### src/rtl/mux2_stream_arbiter_if.sv
// Stream bundle for mux2_stream_arbiter: two requester streams in, one stream out,
// plus the current mux select (grant).
//
// Handshake: a beat moves on a rising clk edge only when the sender holds val=1
// and the receiver shows rdy=1 in that cycle. A sender that raised val keeps
// val and msg/last stable until that edge. rdy may depend combinationally on val.
interface mux2_stream_arbiter_if #(
    parameter int NBITS = 8
);
    logic             in0_val;
    logic             in0_rdy;
    logic [NBITS-1:0] in0_msg;
    logic             in0_last;
    logic             in1_val;
    logic             in1_rdy;
    logic [NBITS-1:0] in1_msg;
    logic             in1_last;
    logic             out_val;
    logic             out_rdy;
    logic [NBITS-1:0] out_msg;
    logic             out_last;
    logic             grant;

    // Requesters and downstream sink side
    modport master (
        output in0_val, in0_msg, in0_last,
        output in1_val, in1_msg, in1_last,
        output out_rdy,
        input  in0_rdy, in1_rdy,
        input  out_val, out_msg, out_last, grant
    );

    // Arbiter side
    modport slave (
        input  in0_val, in0_msg, in0_last,
        input  in1_val, in1_msg, in1_last,
        input  out_rdy,
        output in0_rdy, in1_rdy,
        output out_val, out_msg, out_last, grant
    );
endinterface

### src/rtl/mux2_stream_arbiter.sv
// mux2_stream_arbiter: round-robin arbiter sharing one 2:1 mux between two
// val/rdy requester streams. Zero-latency (val, msg and rdy are combinational);
// the grant is frozen while the output is stalled so out_msg stays stable.
//
// Optional packet lock: define MUX2_STREAM_ARBITER_PKT_LOCK_EN to keep the grant
// on one requester from the first beat of a packet until its beat with last=1.
// Without the macro, arbitration is per beat and in*_last only pass through.
//
// o_dbg_state exposes the FSM state: 0 = ARB, 1 = HOLD, 2 = LOCK.
module mux2_stream_arbiter #(
    parameter int NBITS = 8
) (
    input  logic                    clk,
    input  logic                    reset,
    mux2_stream_arbiter_if.slave    bus,
    output logic [1:0]              o_dbg_state
);

    typedef enum logic [1:0] {
        ST_ARB  = 2'd0,
        ST_HOLD = 2'd1
`ifdef MUX2_STREAM_ARBITER_PKT_LOCK_EN
        ,
        ST_LOCK = 2'd2
`endif
    } state_t;

    state_t           r_state;
    state_t           w_next_state;
    logic             r_prio;
    logic             r_sel_q;

    logic             w_grant;
    logic             w_out_val;
    logic             w_out_last;
    logic [NBITS-1:0] w_out_msg;
    logic             w_xfer;
    logic             w_stall;
    logic             w_prio_upd;

    // Grant: free choice only in ARB; HOLD/LOCK replay the registered select
    always_comb begin
        w_grant = r_prio;
        case (r_state)
            ST_ARB: begin
                if (bus.in0_val && bus.in1_val) begin
                    w_grant = r_prio;
                end else if (bus.in1_val) begin
                    w_grant = 1'b1;
                end else if (bus.in0_val) begin
                    w_grant = 1'b0;
                end else begin
                    w_grant = r_prio;
                end
            end
            default: w_grant = r_sel_q;
        endcase
        if (reset) begin
            w_grant = 1'b0;
        end
    end

    // Datapath mux and handshake gating; everything is quiet while reset is high
    always_comb begin
        w_out_val  = ~reset & (w_grant ? bus.in1_val : bus.in0_val);
        w_out_msg  = w_grant ? bus.in1_msg : bus.in0_msg;
        w_out_last = w_grant ? bus.in1_last : bus.in0_last;
        w_xfer     = w_out_val & bus.out_rdy;
        w_stall    = w_out_val & ~bus.out_rdy;
`ifdef MUX2_STREAM_ARBITER_PKT_LOCK_EN
        w_prio_upd = w_xfer & w_out_last;
`else
        w_prio_upd = w_xfer;
`endif
    end

    assign bus.out_val  = w_out_val;
    assign bus.out_msg  = w_out_msg;
    assign bus.out_last = w_out_last;
    assign bus.grant    = w_grant;
    assign bus.in0_rdy  = ~reset & bus.out_rdy & ~w_grant;
    assign bus.in1_rdy  = ~reset & bus.out_rdy &  w_grant;
    assign o_dbg_state  = r_state;

    // Next-state logic: stall freezes the grant, a transfer releases it
    always_comb begin
        w_next_state = r_state;
        case (r_state)
            ST_ARB: begin
`ifdef MUX2_STREAM_ARBITER_PKT_LOCK_EN
                if (w_xfer && !w_out_last) begin
                    w_next_state = ST_LOCK;
                end else if (w_stall) begin
                    w_next_state = ST_HOLD;
                end
`else
                if (w_stall) begin
                    w_next_state = ST_HOLD;
                end
`endif
            end
            ST_HOLD: begin
                // A requester dropping val here is a protocol violation; stay put
`ifdef MUX2_STREAM_ARBITER_PKT_LOCK_EN
                if (w_xfer) begin
                    w_next_state = w_out_last ? ST_ARB : ST_LOCK;
                end
`else
                if (w_xfer) begin
                    w_next_state = ST_ARB;
                end
`endif
            end
`ifdef MUX2_STREAM_ARBITER_PKT_LOCK_EN
            ST_LOCK: begin
                // Stalls inside a packet keep the lock
                if (w_xfer && w_out_last) begin
                    w_next_state = ST_ARB;
                end
            end
`endif
            default: w_next_state = ST_ARB;
        endcase
    end

    // State, registered select and round-robin priority
    always_ff @(posedge clk or posedge reset) begin
        if (reset) begin
            r_state <= ST_ARB;
            r_prio  <= 1'b0;
            r_sel_q <= 1'b0;
        end else begin
            r_state <= w_next_state;
            if (w_out_val) begin
                r_sel_q <= w_grant;
            end
            if (w_prio_upd) begin
                r_prio <= ~w_grant;
            end
        end
    end

endmodule

### src/flat_wrapper.sv
// flat-port wrapper written by rule: the top's interface ports become plain ports
module mux2_stream_arbiter_flat 
#(
    parameter int NBITS = 8
)
  (clk, reset, o_dbg_state, bus_in0_val, bus_in0_msg, bus_in0_last, bus_in1_val, bus_in1_msg, bus_in1_last, bus_out_rdy, bus_in0_rdy, bus_in1_rdy, bus_out_val, bus_out_msg, bus_out_last, bus_grant);
  mux2_stream_arbiter_if #(.NBITS(NBITS)) bus_i ();
  input  logic clk;
  input  logic reset;
  output logic [1:0] o_dbg_state;
  input wire logic [$bits(bus_i.in0_val)-1:0] bus_in0_val;
  input wire logic [$bits(bus_i.in0_msg)-1:0] bus_in0_msg;
  input wire logic [$bits(bus_i.in0_last)-1:0] bus_in0_last;
  input wire logic [$bits(bus_i.in1_val)-1:0] bus_in1_val;
  input wire logic [$bits(bus_i.in1_msg)-1:0] bus_in1_msg;
  input wire logic [$bits(bus_i.in1_last)-1:0] bus_in1_last;
  input wire logic [$bits(bus_i.out_rdy)-1:0] bus_out_rdy;
  output wire logic [$bits(bus_i.in0_rdy)-1:0] bus_in0_rdy;
  output wire logic [$bits(bus_i.in1_rdy)-1:0] bus_in1_rdy;
  output wire logic [$bits(bus_i.out_val)-1:0] bus_out_val;
  output wire logic [$bits(bus_i.out_msg)-1:0] bus_out_msg;
  output wire logic [$bits(bus_i.out_last)-1:0] bus_out_last;
  output wire logic [$bits(bus_i.grant)-1:0] bus_grant;
  assign bus_i.in0_val = bus_in0_val;
  assign bus_i.in0_msg = bus_in0_msg;
  assign bus_i.in0_last = bus_in0_last;
  assign bus_i.in1_val = bus_in1_val;
  assign bus_i.in1_msg = bus_in1_msg;
  assign bus_i.in1_last = bus_in1_last;
  assign bus_i.out_rdy = bus_out_rdy;
  assign bus_in0_rdy = bus_i.in0_rdy;
  assign bus_in1_rdy = bus_i.in1_rdy;
  assign bus_out_val = bus_i.out_val;
  assign bus_out_msg = bus_i.out_msg;
  assign bus_out_last = bus_i.out_last;
  assign bus_grant = bus_i.grant;
  mux2_stream_arbiter #(.NBITS(NBITS)) u_core (.clk(clk), .reset(reset), .bus(bus_i), .o_dbg_state(o_dbg_state));
endmodule
### config.mk
export PLATFORM = sky130hd
export DESIGN_NAME = mux2_stream_arbiter_flat
export DESIGN_NICKNAME = d
export VERILOG_FILES = /design/src/rtl/mux2_stream_arbiter_if.sv /design/src/rtl/mux2_stream_arbiter.sv /design/src/flat_wrapper.sv
export SDC_FILE = /design/constraint.sdc
export NUM_CORES = 1
export LEC_CHECK = 0
export CAP_MARGIN = 20
export CORE_AREA = 2 2 39 41
export DETAILED_ROUTE_END_ITERATION = 8
export DIE_AREA = 0 0 41 43
export DONT_BUFFER_PORTS = 1
export SLEW_MARGIN = 40
export SYNTH_ARGS = -nofsm -noshare
export SYNTH_HDL_FRONTEND = slang
export SYNTH_SLANG_ARGS = --single-unit
### constraint.sdc
create_clock -name clk -period 1.5 [get_ports clk]
set_input_delay 0.15 -clock clk [delete_from_list [all_inputs] [get_ports clk]]
set_output_delay 0.15 -clock clk [all_outputs]
set_load 0.02 [all_outputs]
==> metrics <==
worst hold margin 0.0119 ns; Yosys top cell by area mux2_4; RSZ-0062 raised after global routing true; core area 1380 sq um; Die Ht 43 microns; cell row count 14; startpoint types flip-flop; top-area cell type share of the netlist area 24.8%; Diodes inserted 0; die width 41 microns; Reg power frac 17.5%; initial DRC count 0; Critical Path End Type output pin; f_max 593 MHz; hold depth 1; VDD IR max 0.525 mV; via count 365; vias in the first global route 329; clock-pin slew on the worst setup and hold paths 0.04 ns; full die area 1760 sq um; Leak Pwr 0.261 nW; Layout Skew 0.00515 ns; syn nets 62; kind of critical path flip-flop to output pin; internal power 469 uW; Synth area leaders mux2_4 25%, dfrtp_1 21%, mux2_2 9.3%, a21oi_1 5.5%, a221oi_2 4.1%; Crit Path Max Fanout 8; Buffers on Ports 0; R2R setup slack 0.24 ns; Final Critical Period 1.69 ns; clock share of power 18.6%; Syn. warnings 0; H-tree depth 1; Antenna Nets Post-Route 0; Detailed Routing Iterations Pass 1 1; number of max-slew violations in the final report 0; Final WS setup -0.187 ns; post-DP HPWL 662 microns; Root Driver clkbuf_4; clk sinks 3; initial antenna violation count 0; Comb pwr share 63.9%; Sw Pwr 310 uW; # DRC 0; Global Route Usage Sum 12.0%; violated checks negative setup slack; Hold Crit Endpoint u_core.r_sel_q; Clock Path Buffers 2; status finished with violations; endpoints failing setup 13; Period Utilization, post-route 112%; fraction of layout instances using a drive strength above 1 56.4%; pin count of the biggest net entering global routing 9; final wirelength 933 microns; placed cells 60; synth unique cells 19; Area Overhead vs Synth 54.5%; Fin. Hold Viols 0; CTS tree built; Max Cap Viol 0; Hold/Removal Path Class input port to flip-flop; post-synthesis cell count 39; Pwr per Cell Area 1390 nW/um^2; Net Sw Frac 39.8%; fin cells 71; reg-to-reg startpoint u_core.r_prio; Starting Density 26.2%; io pins 38; vias per cell 5.14; register area share after synthesis 20.7%; Req. time, crit path 1.35 ns; Net count, final 79; Synth Area per Inst 9.30 sq um; Syn Std Cell Area 363 sq um; worst r2r path cells 5; CTS Buf Count 3; Post-Layout Inst Area 561 sq um; drt wl/cell 13.1 microns; GPL Wtd Cong 0.712; Seq cells post-synth 3; min-delay src bus_in0_val; area of placed instances 438 sq um; total gr overflow 0; first-pass GRT wire length 1.29 mm; critical path arrival 1.54 ns; reg-to-reg endpoint u_core.r_prio; Skew-Pair Late Insertion Delay 0.24 ns
## power by group through the flow
stage | sequential (mW) | combinational (mW) | clock, mW
floorplan | 0.156 | 0.297 | 0
global placement | 0.139 | 0.398 | 0
detailed placement | 0.138 | 0.401 | 0
CTS | 0.136 | 0.486 | 0.151
global route | 0.141 | 0.537 | 0.157
finish | 0.137 | 0.497 | 0.145
## area by class of cell
type / count / area [sq um]
timing repair buffer: 15 / 135
fill: 137 / 823
sequential: 3 / 76.3
tap: 16 / 20.0
inverter: 2 / 7.51
multi-input combinational: 31 / 295
clock buffer: 4 / 26.3
## synth_stat cells (all sizes together)
library cell  count
nand2             4
conb              1
mux2i             1
a211oi            1
a221oi            1
o21bai            1
and2              1
inv               2
mux2              9
buf               3
nor2              3
a31oi             2
nor3b             1
o21ai             1
a21oi             4
dfrtp             3
o31ai             1
## critical path: stages (launching register included)
cell and delay, ns:
dfrtp_1 0.39, a21oi_2 0.09, a221oi_4 0.29, buf_6 0.19, mux2_4 0.34
## cell usage in the layout, fill, tap and decap left out
cell / instances
a211oi_2: 1
a21oi_1: 3
a21oi_2: 1
a221oi_4: 1
a31oi_1: 2
and2_4: 1
buf_4: 8
buf_6: 4
clkbuf_1: 1
clkbuf_4: 3
conb_1: 1
dfrtp_1: 2
dfrtp_2: 1
dlygate4sd3_1: 3
inv_1: 2
mux2_4: 9
mux2i_1: 1
nand2_1: 4
nor2_1: 3
nor3b_2: 1
o21ai_0: 1
o21bai_2: 1
o31ai_1: 1
## flip-flops by register name, summed over array words and instances (netlist names)
signal / flops
u_core.o_dbg_state: 1
u_core.r_prio: 1
u_core.r_sel_q: 1
## routing by layer
metal | up-vias | global-route usage (%) | part of all wire (%) | wire (microns)
met1 | 159 | 13.6 | 38 | 350
met5 | - | 0 | 0 | 0
li1 | 170 | - | - | -
met4 | 0 | 14.0 | 4.6 | 43
met3 | 4 | 3.66 | 14 | 130
met2 | 32 | 15.3 | 44 | 408
## what timing repair did
action	in CTS	in global routing
gates resized for setup	9	1
buffers inserted	4	0
pin swaps	2	2
endpoints found under the setup margin	13	13
cloned	0	0
hold endpoints to repair	3	1
hold buffers	1	2
## worst max path at each step
stage,from,slack (ns),cells past startpoint,end
global placement,u_core.r_prio,0.006,4,bus_out_msg[5]
detailed placement,u_core.r_prio,-0.02,4,bus_out_msg[5]
finish,u_core.r_prio,-0.19,4,bus_out_msg[5]
CTS,u_core.r_prio,-0.21,4,bus_out_msg[5]
global route,u_core.r_prio,-0.26,4,bus_out_msg[1]
floorplan,u_core.o_dbg_state[0],-0.07,3,bus_out_msg[0]
## cells by family (layout without fill, tap and decap cells)
logic type | count (synthesis) | in the layout | synth area share, %
AOI/OAI and AO/OA | 11 | 11 | 20.7
buffers and inverters | 5 | 21 | 9.31
DFF | 3 | 3 | 20.7
muxes | 10 | 10 | 36.9
other | 1 | 1 | 1.03
and+or+nand+nor | 9 | 9 | 11.4
## through the flow
step	setup TNS [ns]	total power [mW]	worst slack [ns]	util, %
after global routing	-2.92	0.835	-0.264	40.5
after detailed placement	-0.0816	0.539	-0.0155	31.6
after floorplan	-0.391	0.453	-0.0651	-
final	-1.93	0.779	-0.187	40.5
after global placement	0	0.537	0.00613	31.6
after CTS	-2.22	0.773	-0.211	38.7
(Power assumes the default switching activity.)
